`src/rtl/apb_pkg.sv`:
```
// apb_pkg: shared APB master types, default widths and the UART decode base
//   state_e        : arbiter FSM states
//   APB_*_WIDTH    : default address/data widths
//   STB_WIDTH      : byte-strobe width
//   UART_BASE      : single address decoded to the UART, everything else is SRAM
package apb_pkg;
    typedef enum logic [1:0] {IDLE, SETUP, ACCESS} state_e;
    localparam int APB_ADDR_WIDTH = 32;
    localparam int APB_DATA_WIDTH = 32;
    localparam int STB_WIDTH = 4;
    localparam logic [31:0] UART_BASE = 32'h0100_0000;
endpackage

```
`src/rtl/apb_master_arbiter.sv`:
```
// apb_master_arbiter: round-robin share of one APB master port between fetch (port 0) and load/store (port 1)
//   pclk/presetn            : clock, synchronous active-low reset
//   reqN_valid/addr/wdata/write/stb : requester N command, sampled in IDLE only
//   reqN_ack/done/rdata/err : latch pulse, completion pulse, read data and error status
//   paddr/pdata/pwrite/pstb/psel/penable : APB master outputs
//   prdata/pready/perr      : APB slave responses
//   TIMEOUT                 : ACCESS cycles allowed before a forced error, 0 disables
module apb_master_arbiter
    import apb_pkg::*;
#(
    parameter int ADDR_WIDTH = APB_ADDR_WIDTH,
    parameter int DATA_WIDTH = APB_DATA_WIDTH,
    parameter int TIMEOUT = 255
) (
    input  logic                  pclk,
    input  logic                  presetn,
    input  logic                  req0_valid,
    input  logic [ADDR_WIDTH-1:0] req0_addr,
    input  logic [DATA_WIDTH-1:0] req0_wdata,
    input  logic                  req0_write,
    input  logic [STB_WIDTH-1:0]  req0_stb,
    output logic                  req0_ack,
    output logic                  req0_done,
    output logic [DATA_WIDTH-1:0] req0_rdata,
    output logic                  req0_err,
    input  logic                  req1_valid,
    input  logic [ADDR_WIDTH-1:0] req1_addr,
    input  logic [DATA_WIDTH-1:0] req1_wdata,
    input  logic                  req1_write,
    input  logic [STB_WIDTH-1:0]  req1_stb,
    output logic                  req1_ack,
    output logic                  req1_done,
    output logic [DATA_WIDTH-1:0] req1_rdata,
    output logic                  req1_err,
    output logic [ADDR_WIDTH-1:0] paddr,
    output logic [DATA_WIDTH-1:0] pdata,
    output logic                  pwrite,
    output logic                  psel,
    output logic                  penable,
    output logic [STB_WIDTH-1:0]  pstb,
    input  logic [DATA_WIDTH-1:0] prdata,
    input  logic                  pready,
    input  logic                  perr
);
    localparam logic [7:0] TMO_LAST = 8'(TIMEOUT - 1);
    state_e                state_q, state_d;
    logic                  last_q, last_d;
    logic [7:0]            cnt_q, cnt_d;
    logic [ADDR_WIDTH-1:0] paddr_q, paddr_d;
    logic [DATA_WIDTH-1:0] pdata_q, pdata_d;
    logic                  pwrite_q, pwrite_d;
    logic [STB_WIDTH-1:0]  pstb_q, pstb_d;
    logic [1:0]            done_q, done_d;
    logic [1:0]            err_q, err_d;
    logic [DATA_WIDTH-1:0] rdata0_q, rdata0_d, rdata1_q, rdata1_d;
    logic                  win, tmo;
    logic [DATA_WIDTH-1:0] rd;
    // last_q doubles as the grant of the transfer in flight
    assign win = (req0_valid && req1_valid) ? ~last_q : req1_valid;
    assign tmo = (TIMEOUT != 0) && (cnt_q == TMO_LAST) && !pready;
    assign rd = pready ? prdata : '0;
    always_comb begin
        state_d = state_q;
        last_d = last_q;
        cnt_d = cnt_q;
        paddr_d = paddr_q;
        pdata_d = pdata_q;
        pwrite_d = pwrite_q;
        pstb_d = pstb_q;
        done_d = '0;
        err_d = err_q;
        rdata0_d = rdata0_q;
        rdata1_d = rdata1_q;
        unique case (state_q)
            IDLE: begin
                if (req0_valid || req1_valid) begin
                    last_d = win;
                    paddr_d = win ? req1_addr : req0_addr;
                    pdata_d = win ? req1_wdata : req0_wdata;
                    pwrite_d = win ? req1_write : req0_write;
                    pstb_d = win ? req1_stb : req0_stb;
                    state_d = SETUP;
                end
            end
            SETUP: begin
                cnt_d = '0;
                state_d = ACCESS;
            end
            ACCESS: begin
                if (pready || tmo) begin
                    state_d = IDLE;
                    done_d[last_q] = 1'b1;
                    err_d[last_q] = pready ? perr : 1'b1;
                    rdata0_d = last_q ? rdata0_q : rd;
                    rdata1_d = last_q ? rd : rdata1_q;
                end else begin
                    cnt_d = cnt_q + 8'd1;
                end
            end
            default: state_d = IDLE;
        endcase
    end
    always_ff @(posedge pclk) begin
        if (!presetn) begin
            state_q <= IDLE;
            last_q <= 1'b1;
            cnt_q <= '0;
            paddr_q <= '0;
            pdata_q <= '0;
            pwrite_q <= 1'b0;
            pstb_q <= '0;
            done_q <= '0;
            err_q <= '0;
            rdata0_q <= '0;
            rdata1_q <= '0;
        end else begin
            state_q <= state_d;
            last_q <= last_d;
            cnt_q <= cnt_d;
            paddr_q <= paddr_d;
            pdata_q <= pdata_d;
            pwrite_q <= pwrite_d;
            pstb_q <= pstb_d;
            done_q <= done_d;
            err_q <= err_d;
            rdata0_q <= rdata0_d;
            rdata1_q <= rdata1_d;
        end
    end
    assign psel = state_q != IDLE;
    assign penable = state_q == ACCESS;
    assign req0_ack = (state_q == SETUP) && !last_q;
    assign req1_ack = (state_q == SETUP) && last_q;
    assign req0_done = done_q[0];
    assign req1_done = done_q[1];
    assign req0_err = err_q[0];
    assign req1_err = err_q[1];
    assign req0_rdata = rdata0_q;
    assign req1_rdata = rdata1_q;
    assign paddr = paddr_q;
    assign pdata = pdata_q;
    assign pwrite = pwrite_q;
    assign pstb = pstb_q;
endmodule

```
`config.mk`:
```
export PLATFORM = sky130hd
export DESIGN_NAME = apb_master_arbiter
export DESIGN_NICKNAME = d
export VERILOG_FILES = /design/src/rtl/apb_pkg.sv /design/src/rtl/apb_master_arbiter.sv
export SDC_FILE = /design/constraint.sdc
export NUM_CORES = 1
export LEC_CHECK = 0
export CAP_MARGIN = 20
export CORE_MARGIN = 2
export CORE_UTILIZATION = 35
export DETAILED_ROUTE_END_ITERATION = 10
export PLACE_DENSITY_LB_ADDON = 0.1
export SLEW_MARGIN = 20
export SYNTH_ARGS = -nofsm -noshare
export SYNTH_HDL_FRONTEND = slang
export SYNTH_SLANG_ARGS = --single-unit
```
`constraint.sdc`:
```
create_clock -name pclk -period 4.9 [get_ports pclk]
set_input_delay 0.49 -clock pclk [delete_from_list [all_inputs] [get_ports pclk]]
set_output_delay 0.49 -clock pclk [all_outputs]
set_load 0.01 [all_outputs]
```
# Word-level counts from Yosys, hierarchy flattened
# Index checks and enable logic that the tools add are counted.
dict set report totals {
  ff_bits 148
  latch_bits 0
  mem_bits_rw 0
  mem_bits_ro 0
  inputBits 176
  output_inout_bits 141
  elab_cells 55
  memories 0
}
dict set report classes {
  add_sub_neg 1
  mul 0
  div 0
  n_lt_le_gt_ge 2
  n_eq_ne 6
  n_shift 0
  muxes 15
  n_bitwise 1
  reduce_logical 19
}
# op n
set op_table {}
lappend op_table {{$mux 32} 3}
lappend op_table {{$pmux 8 s2} 1}
lappend op_table {{$reduce_and 3->1} 3}
lappend op_table {{$add 8x1->8 const B} 1}
lappend op_table {{$eq 8x8->1 const B} 1}
lappend op_table {{$mux 8} 1}
lappend op_table {{$reduce_and 2->1} 4}
lappend op_table {{$pmux 2 s3} 1}
lappend op_table {{$logic_and 1x1->1} 5}
lappend op_table {{$mux 1} 4}
lappend op_table {{$mux 2} 2}
lappend op_table {{$mux 4} 1}
lappend op_table {{$ne 2x2->1 const B} 2}
lappend op_table {{$reduce_bool 2->1} 2}
lappend op_table {{$bwmux 2} 1}
lappend op_table {{$eq 2x1->1 const B} 1}
lappend op_table {{$eq 2x2->1 const B} 1}
lappend op_table {{$logic_not 1->1} 2}
lappend op_table {{$logic_not 2->1} 1}
lappend op_table {{$logic_or 1x1->1} 2}
lappend op_table {{$lt 1x2->1 const B} 1}
lappend op_table {{$ne 2x1->1 const B} 1}
lappend op_table {{$demux 1 s1} 1}
lappend op_table {{$ge 1x1->1 const B} 1}
lappend op_table {{$not 1->1} 1}

# Logic depth before layout (Yosys ltp)
# Gate-level depths: netlist of run 1.
dict set report logic_depth {
  word_depth 5
  mapped_depth 7
}

# Worst setup path before layout of run 1
# OpenSTA, ideal clock, no wires.
dict set report synth_timing {
  path_kind {flip-flop to flip-flop}
  startpoint {register cnt_q[0]}
  endpoint {register cnt_q[5]}
  arrival_time_ns 1.490
  t_required_ns 4.821
  path_slack_ns 3.331
  stages_incl_launch_ff 7
  synth_period_minus_slack_ns 1.569
  path_cell_list {dfxtp_1 inv_1 ha_1 nand3_4 o21bai_4 or4_1 o211ai_1}
}
dict set report synth_between {
  elab_chain_cells 5
}
# element line
set synth_rtl {}
lappend synth_rtl {{start, declared} apb_master_arbiter.sv:48} ;# logic [7:0] cnt_q, cnt_d;
lappend synth_rtl {{start signal, assigned} apb_master_arbiter.sv:119} ;# cnt_q <= cnt_d;
lappend synth_rtl {{branches (longest 5 deep; another with $add 8x1->8)} -}
# Several ways; the timed one is not identified. The select of a mux whose other input is x is not followed.
# A chain may end at the register's enable or synchronous reset.

# Final worst setup path of run 1
dict set report layout_timing {
  startpoint {register state_q[1]}
  endpoint {output penable}
}
dict set report layout_between {
  elab_chain_cells 1
}
# element line
set layout_rtl {}
lappend layout_rtl {{start, declared} apb_master_arbiter.sv:46} ;# state_e state_q, state_d;
lappend layout_rtl {{start signal, assigned} apb_master_arbiter.sv:117} ;# state_q <= state_d;
lappend layout_rtl {{$eq 2x2->1} apb_master_arbiter.sv:131} ;# assign penable = state_q == ACCESS;
lappend layout_rtl {{end, declared} apb_master_arbiter.sv:39} ;# output logic penable,
# Every way passes these cells.

==> impl_results.md, run 1 <==
* Outcome: finished, final reports clean
* Root buffer cell: clkbuf_16
* Routed WL at 19.0 mm
* Pre-CTS setup slack at 2080 ps
* Switching share of total power at 25.4%
* # hold bufs at CTS at 0
* Area delta synth->final at 61.9%
* GRT met1 Usage at 22.9%
* Crit path launch type: flip-flop
* Critical Path AT at 2440 ps
* EDFF count, synth at 0
* Die Y at 135 um
* GR Overflow Total at 0
* Total Routing Usage GR at around 20%
* Design Area, Final at 9750 um2
* Final min period at roughly 2900 ps
* Met2 Track Usage GR at 34.2%
* Number of placed instances, taps included at 1049
* Clk buf depth at 2
* Post-cts resize count at 0
* Final Max Slew Viols at 0
* Crit Path Max Fanout at 12
* Most frequent cells in the layout: 315 x clkdlybuf4s50_1, 148 x dfxtp_1, 78 x nor2_1
* Seq/Total Area, Yosys at 49.2%
* Full die area at 18300 um2
* Synth cell types at 47
* Worst hold path type: flip-flop to flip-flop
* TNS Setup at 0 ps
* Total power at 3.28 mW
* Most area-hungry cell type in the Yosys netlist: dfxtp_1
* Final period utilization at 59.8%
* Synth async-reset ratio at 0%
* Synth Cell Area at 6020 um2
* Clock skew at 10.7 ps
* Top cell type's share of synthesized area at 49.2%
* Reg power frac at 40.8%
* Max-Cap Viols at 0
* Least-Margin Pin Slew at 957 ps
* Max VDD drop at 0.242 mV
* Leakage at 3.53 nW
* Hold path cells at 1
* Postcts setup bufs at 0
* Post-Syn Nets at between 700 and 800
* Reg clk slew, reported paths at 60 ps
* Ys flop type: dfxtp_1
* Post-Syn Instances at 563
* Number of antenna diodes at 0
* FF-to-FF path depth at 4
* Non-filler instance count after layout at 1081
* IO Count at 317
* Largest cells by area after synthesis: dfxtp_1 49%, mux2i_1 11%, a32o_1 11%, a211oi_1 8.6%, nor2_1 4.9%
* Dpl cell area at slightly above 9000 um2
* Switch Pwr at 834 uW
* Port buffer count at 316
* Yosys warning count at 0
* Commonest non-fill, non-tap cell in the layout: clkdlybuf4s50_1
* Vias in the first global route at about 5400
* Antenna Nets Post-Route at 0
* Hold Fails Final Rpt at 0
* Critical path class: flip-flop to primary output
* Core area at 16700 um2
* Die width at 135 um
* DRC at 0
* HPWL after DPL at 14.2 mm
* Fillers at 1395
* Vias at 5540
* Synthesized flop and latch total at 148
* Placer Congestion at 0.816
* GR Layer Usage met3 at approximately 7.7%
* First-pass iteration count of the detailed router at 5
* CTS tree: built
* Largest net degree at the start of global routing at 78
* Initial core utilization at 36.1%
* CTS Buf Count at 17
* Via/cell ratio at 5.12
* PnR worst setup slack at 1970 ps
* Synth Area per Inst at 10.7 um2
* Layout Nets at 1026
* Clock sink count at 148
* Reg2Reg Setup Slack at around 2400 ps
* Global routing's busiest layer: met2
* Row cnt at 47
* Power Dens Cells at 336 nW/um2
* Routed length per placed instance at 17.5 um
* Worst-skew pair later-pin latency at 410 ps
* Comb pwr share at between 15 and 20%
* H-tree depth at 4
* Initial DRC count at approximately 250
* Proportion of layout cells with a drive suffix above 1 at 5.81%
* Setup violations, final at 0
* RSZ-0062 raised after global routing: false
* First-pass GRT wire length at 28.6 mm
* Worst slew margin at around 36%
* CP endpoint kind: primary output
* Clock network power share at 39.5%
* Maximum clock rate at 341 MHz
* Antenna violations before repair at 1
* Req. time, crit path at 4410 ps
* Internal at ~2.4 mW
-- layout make-up --
type | count | area, um2 | share of cell area [%]
Multi-Input combinational cell | 352 | 2680 | 27.5
Clock buffer | 23 | 478 | 4.90
Sequential cell | 148 | 2960 | 30.4
Clock inverter | 9 | 118 | 1.21
Inverter | 6 | 22.5 | 0.231
Timing Repair Buffer | 323 | 3210 | 32.9
Tap cell | 220 | 275 | 2.82
-- cell usage after synthesis, drive strengths merged (2+ instances only) --
master and count:
and3 2, o21ai 3, a21oi 7, a211oi 69, nand2 8, nor2b 3
mux2i 69, a32o 64, clkbuf 24, a31oi 5, ha 2, nor3 6
nand3 9, dfxtp 148, buf 33, nand3b 2, o21a 2, nor4b 2
or4 2, nor2 79, inv 6
-- layer usage --
| metal | vias to the layer above | part of all wire [%] |
|---|---|---|
| met1 | 2567 | 40 |
| met3 | 21 | 9.2 |
| li1 | 2728 | - |
| met5 | - | 0 |
| met4 | 0 | 1.7 |
| met2 | 224 | 50 |
-- registers in the layout (all words and copies together), names as in the netlist --
register,flops
paddr,32
pdata,32
req0_rdata,32
req1_rdata,32
cnt_q,8
pstb,4
done_q,2
err_q,2
state_q,2
last_q,1
pwrite,1
-- stage by stage --
step                util [%]  hold WS (ps)
finish                  58.4           464
detailed placement      54.8           453
global placement        54.8           447
CTS                     58.4           467
floorplan                  -           510
global route            58.4           484
-- critical path, stage by stage (launching register included) --
cell and delay, ps:
dfxtp_1 580, nor2b_1 740, clkdlybuf4s50_1 710
-- power groups by stage --
stage          Sequential [mW]  Combinational [mW]  Clock (mW)
2_1_floorplan             1.39               0.262           0
3_3_place_gp              1.36               0.641           0
3_5_place_dp              1.36               0.648           0
4_1_cts                   1.34               0.651        1.32
5_1_grt                   1.35               0.693        1.38
6_report                  1.34               0.644        1.30
-- path summary, 6_finish.rpt --
check | from | endpoint
worst min register to register | req1_rdata[10] | req1_rdata[10]
worst max register to register | state_q[1] | err_q[1]
worst max-delay path | state_q[1] | penable
worst min-delay path | req1_rdata[10] | req1_rdata[10]
-- cell families (layout without fill, tap and decap cells) --
family                   count (synthesis)  in the layout  synth area share, %
multiplexers                            69             69                 11.5
flip-flops                             148            148                 49.2
AO/OA/AOI/OAI                          162            162                 23.2
adder cells (fa/ha/maj)                  2              2                0.415
AND/OR/NAND/NOR                        119            119                 9.14
buffers and inverters                   63            361                 6.52
(Power assumes the default switching activity.)
==> run 2: changes to the inputs <==
==> constraint.sdc (replaced) <==
create_clock -name pclk -period 2.9 [get_ports pclk]
set_input_delay 0.29 -clock pclk [delete_from_list [all_inputs] [get_ports pclk]]
set_output_delay 0.29 -clock pclk [all_outputs]
set_load 0.01 [all_outputs]
==> impl_results.md, run 2 (synthesis gave the netlist of run 1 again) <==
* Vias at 5695 (was 5540)
* Total Routing Usage GR at 20.8% (was 20.0%)
* Design Area, Final at 9910 um2 (was 9750 um2)
* Number of placed instances, taps included at 1058 (was 1049)
* Most frequent cells in the layout: 315 x clkdlybuf4s50_1, 148 x dfxtp_1, 78 x nor2_1 (unchanged)
* Clk buf depth at 2 (unchanged)
* Req. time, crit path at 2610 ps (was 4410 ps)
* Die width at 135 um (unchanged)
* Root buffer cell: clkbuf_16 (unchanged)
* Final period utilization at 86.0%
* Core area at 16700 um2 (unchanged)
* Power Dens Cells at 579 nW/um2 (was 336 nW/um2)
* Row cnt at 47 (unchanged)
* Least-Margin Pin Slew at 767 ps (was 957 ps)
* # hold bufs at CTS at 0 (unchanged)
* Worst-skew pair later-pin latency at 410 ps (about the same)
* CTS Buf Count at 17 (unchanged)
* Worst hold path type: primary input to flip-flop (was flip-flop to flip-flop)
* Maximum clock rate at 401 MHz
* Setup violations, final at 0 (unchanged)
* Max-Cap Viols at 0 (unchanged)
* Final Max Slew Viols at 0 (unchanged)
* CTS tree: built (unchanged)
* Antenna violations before repair at 2 (was 1)
* Commonest non-fill, non-tap cell in the layout: clkdlybuf4s50_1 (unchanged)
* Hold Fails Final Rpt at 0 (unchanged)
* First-pass GRT wire length at 29.7 mm (was 28.6 mm)
* PnR worst setup slack at 405 ps (was 1970 ps)
* DRC at 0 (unchanged)
* Clock sink count at 148 (unchanged)
* Initial DRC count at 259 (was 247)
* Die Y at 135 um (unchanged)
* Routed length per placed instance at 17.8 um (was 17.5 um)
* Max VDD drop at 0.404 mV (was 0.242 mV)
* Full die area at 18300 um2 (unchanged)
* Crit Path Max Fanout at 12 (unchanged)
* Area delta synth->final at 64.6% (was 61.9%)
* H-tree depth at 4 (unchanged)
* Port buffer count at 316 (unchanged)
* Placer Congestion at 0.775 (was 0.816)
* Antenna Nets Post-Route at 0 (unchanged)
* HPWL after DPL at 14.4 mm (was 14.2 mm)
* Initial core utilization at 36.1% (unchanged)
* Layout Nets at 1035 (was 1026)
* Postcts setup bufs at 0 (unchanged)
* TNS Setup at 0 ps (unchanged)
* Fillers at 1412 (was 1395)
* Register area at 2960 um2 (unchanged)
* Dpl cell area at 9270 um2 (was 9150 um2)
* Critical Path AT at 2210 ps (was 2440 ps)
* IO Count at 317 (unchanged)
* Worst slew margin at 48.8% (was 36.2%)
* Critical path class: flip-flop to primary output (unchanged)
* Non-filler instance count after layout at 1091 (was 1081)
* Final min period at 2500 ps
* CP endpoint kind: primary output (unchanged)
* Clock skew at 8.02 ps (was 10.7 ps)
* First-pass iteration count of the detailed router at 7 (was 5)
* Outcome: finished, final reports clean (unchanged)
* Routed WL at 19.4 mm (was 19.0 mm)
* Crit path launch type: flip-flop (unchanged)
* Via/cell ratio at 5.22 (was 5.12)
* GR Overflow Total at 0 (unchanged)
* RSZ-0062 raised after global routing: false (unchanged)
* Post-cts resize count at 0 (unchanged)
* Largest net degree at the start of global routing at 77 (was 78)
* Pre-CTS setup slack at 692 ps (was 2080 ps)
* Total power at 5.74 mW (was 3.28 mW)
* Leakage at 3.61 nW (was 3.53 nW)
* Proportion of layout cells with a drive suffix above 1 at 7.01% (was 5.81%)
* Vias in the first global route at 5601 (was 5428)
* Reg clk slew, reported paths at 60 ps (about the same)
* Multi-input gate area at 2680 um2 (about the same)
## run 2: path summary, 6_finish.rpt
path                         end  depth (start not counted)  slack, ps      startpoint
setup / recovery         penable                          2        400      state_q[1]
hold / removal          cnt_q[1]                          3        310         presetn
setup reg to reg        err_q[1]                          5        820      state_q[1]
hold reg to reg   req0_rdata[10]                          1        460  req0_rdata[10]
## run 2: stage by stage
| step | hold WS, ps | util, % |
|---|---|---|
| 2_1_floorplan | 444 | - |
| 3_3_place_gp | 447 | 55.5 |
| 3_5_place_dp | 453 | 55.5 |
| 4_1_cts | 299 | 59.3 |
| 5_1_grt | 352 | 59.4 |
| 6_report | 306 | 59.4 |
## run 2: power breakdown
part / switching [mW] / internal [mW]
Sequential: 0.0855 / 2.17
Combinational: 0.485 / 0.630
Clock: 0.900 / 1.46
Total: 1.47 / 4.27
## run 2: layout make-up
type | instances | share of cell area, %
repair buffers | 332 | 33.6
flip-flops and latches | 148 | 29.9
multi-input cells | 352 | 27.0
clock buffers | 17 | 4.29
well taps | 220 | 2.78
clock inverters | 15 | 2.18
inverters | 6 | 0.227
diodes | 1 | 0.0252
## run 2: per-layer routing
layer	vias up	global-route usage, %	share of wire (%)
met5	-	0	0
met4	0	9.14	3.6
li1	2736	-	-
met3	39	7.89	9.5
met2	275	35.8	49
met1	2645	22.7	38
## run 2: critical path, cell delays in order (launching register included)
cell	delay, ps
dfxtp_1	580
nor2b_1	550
clkdlybuf4s50_1	660
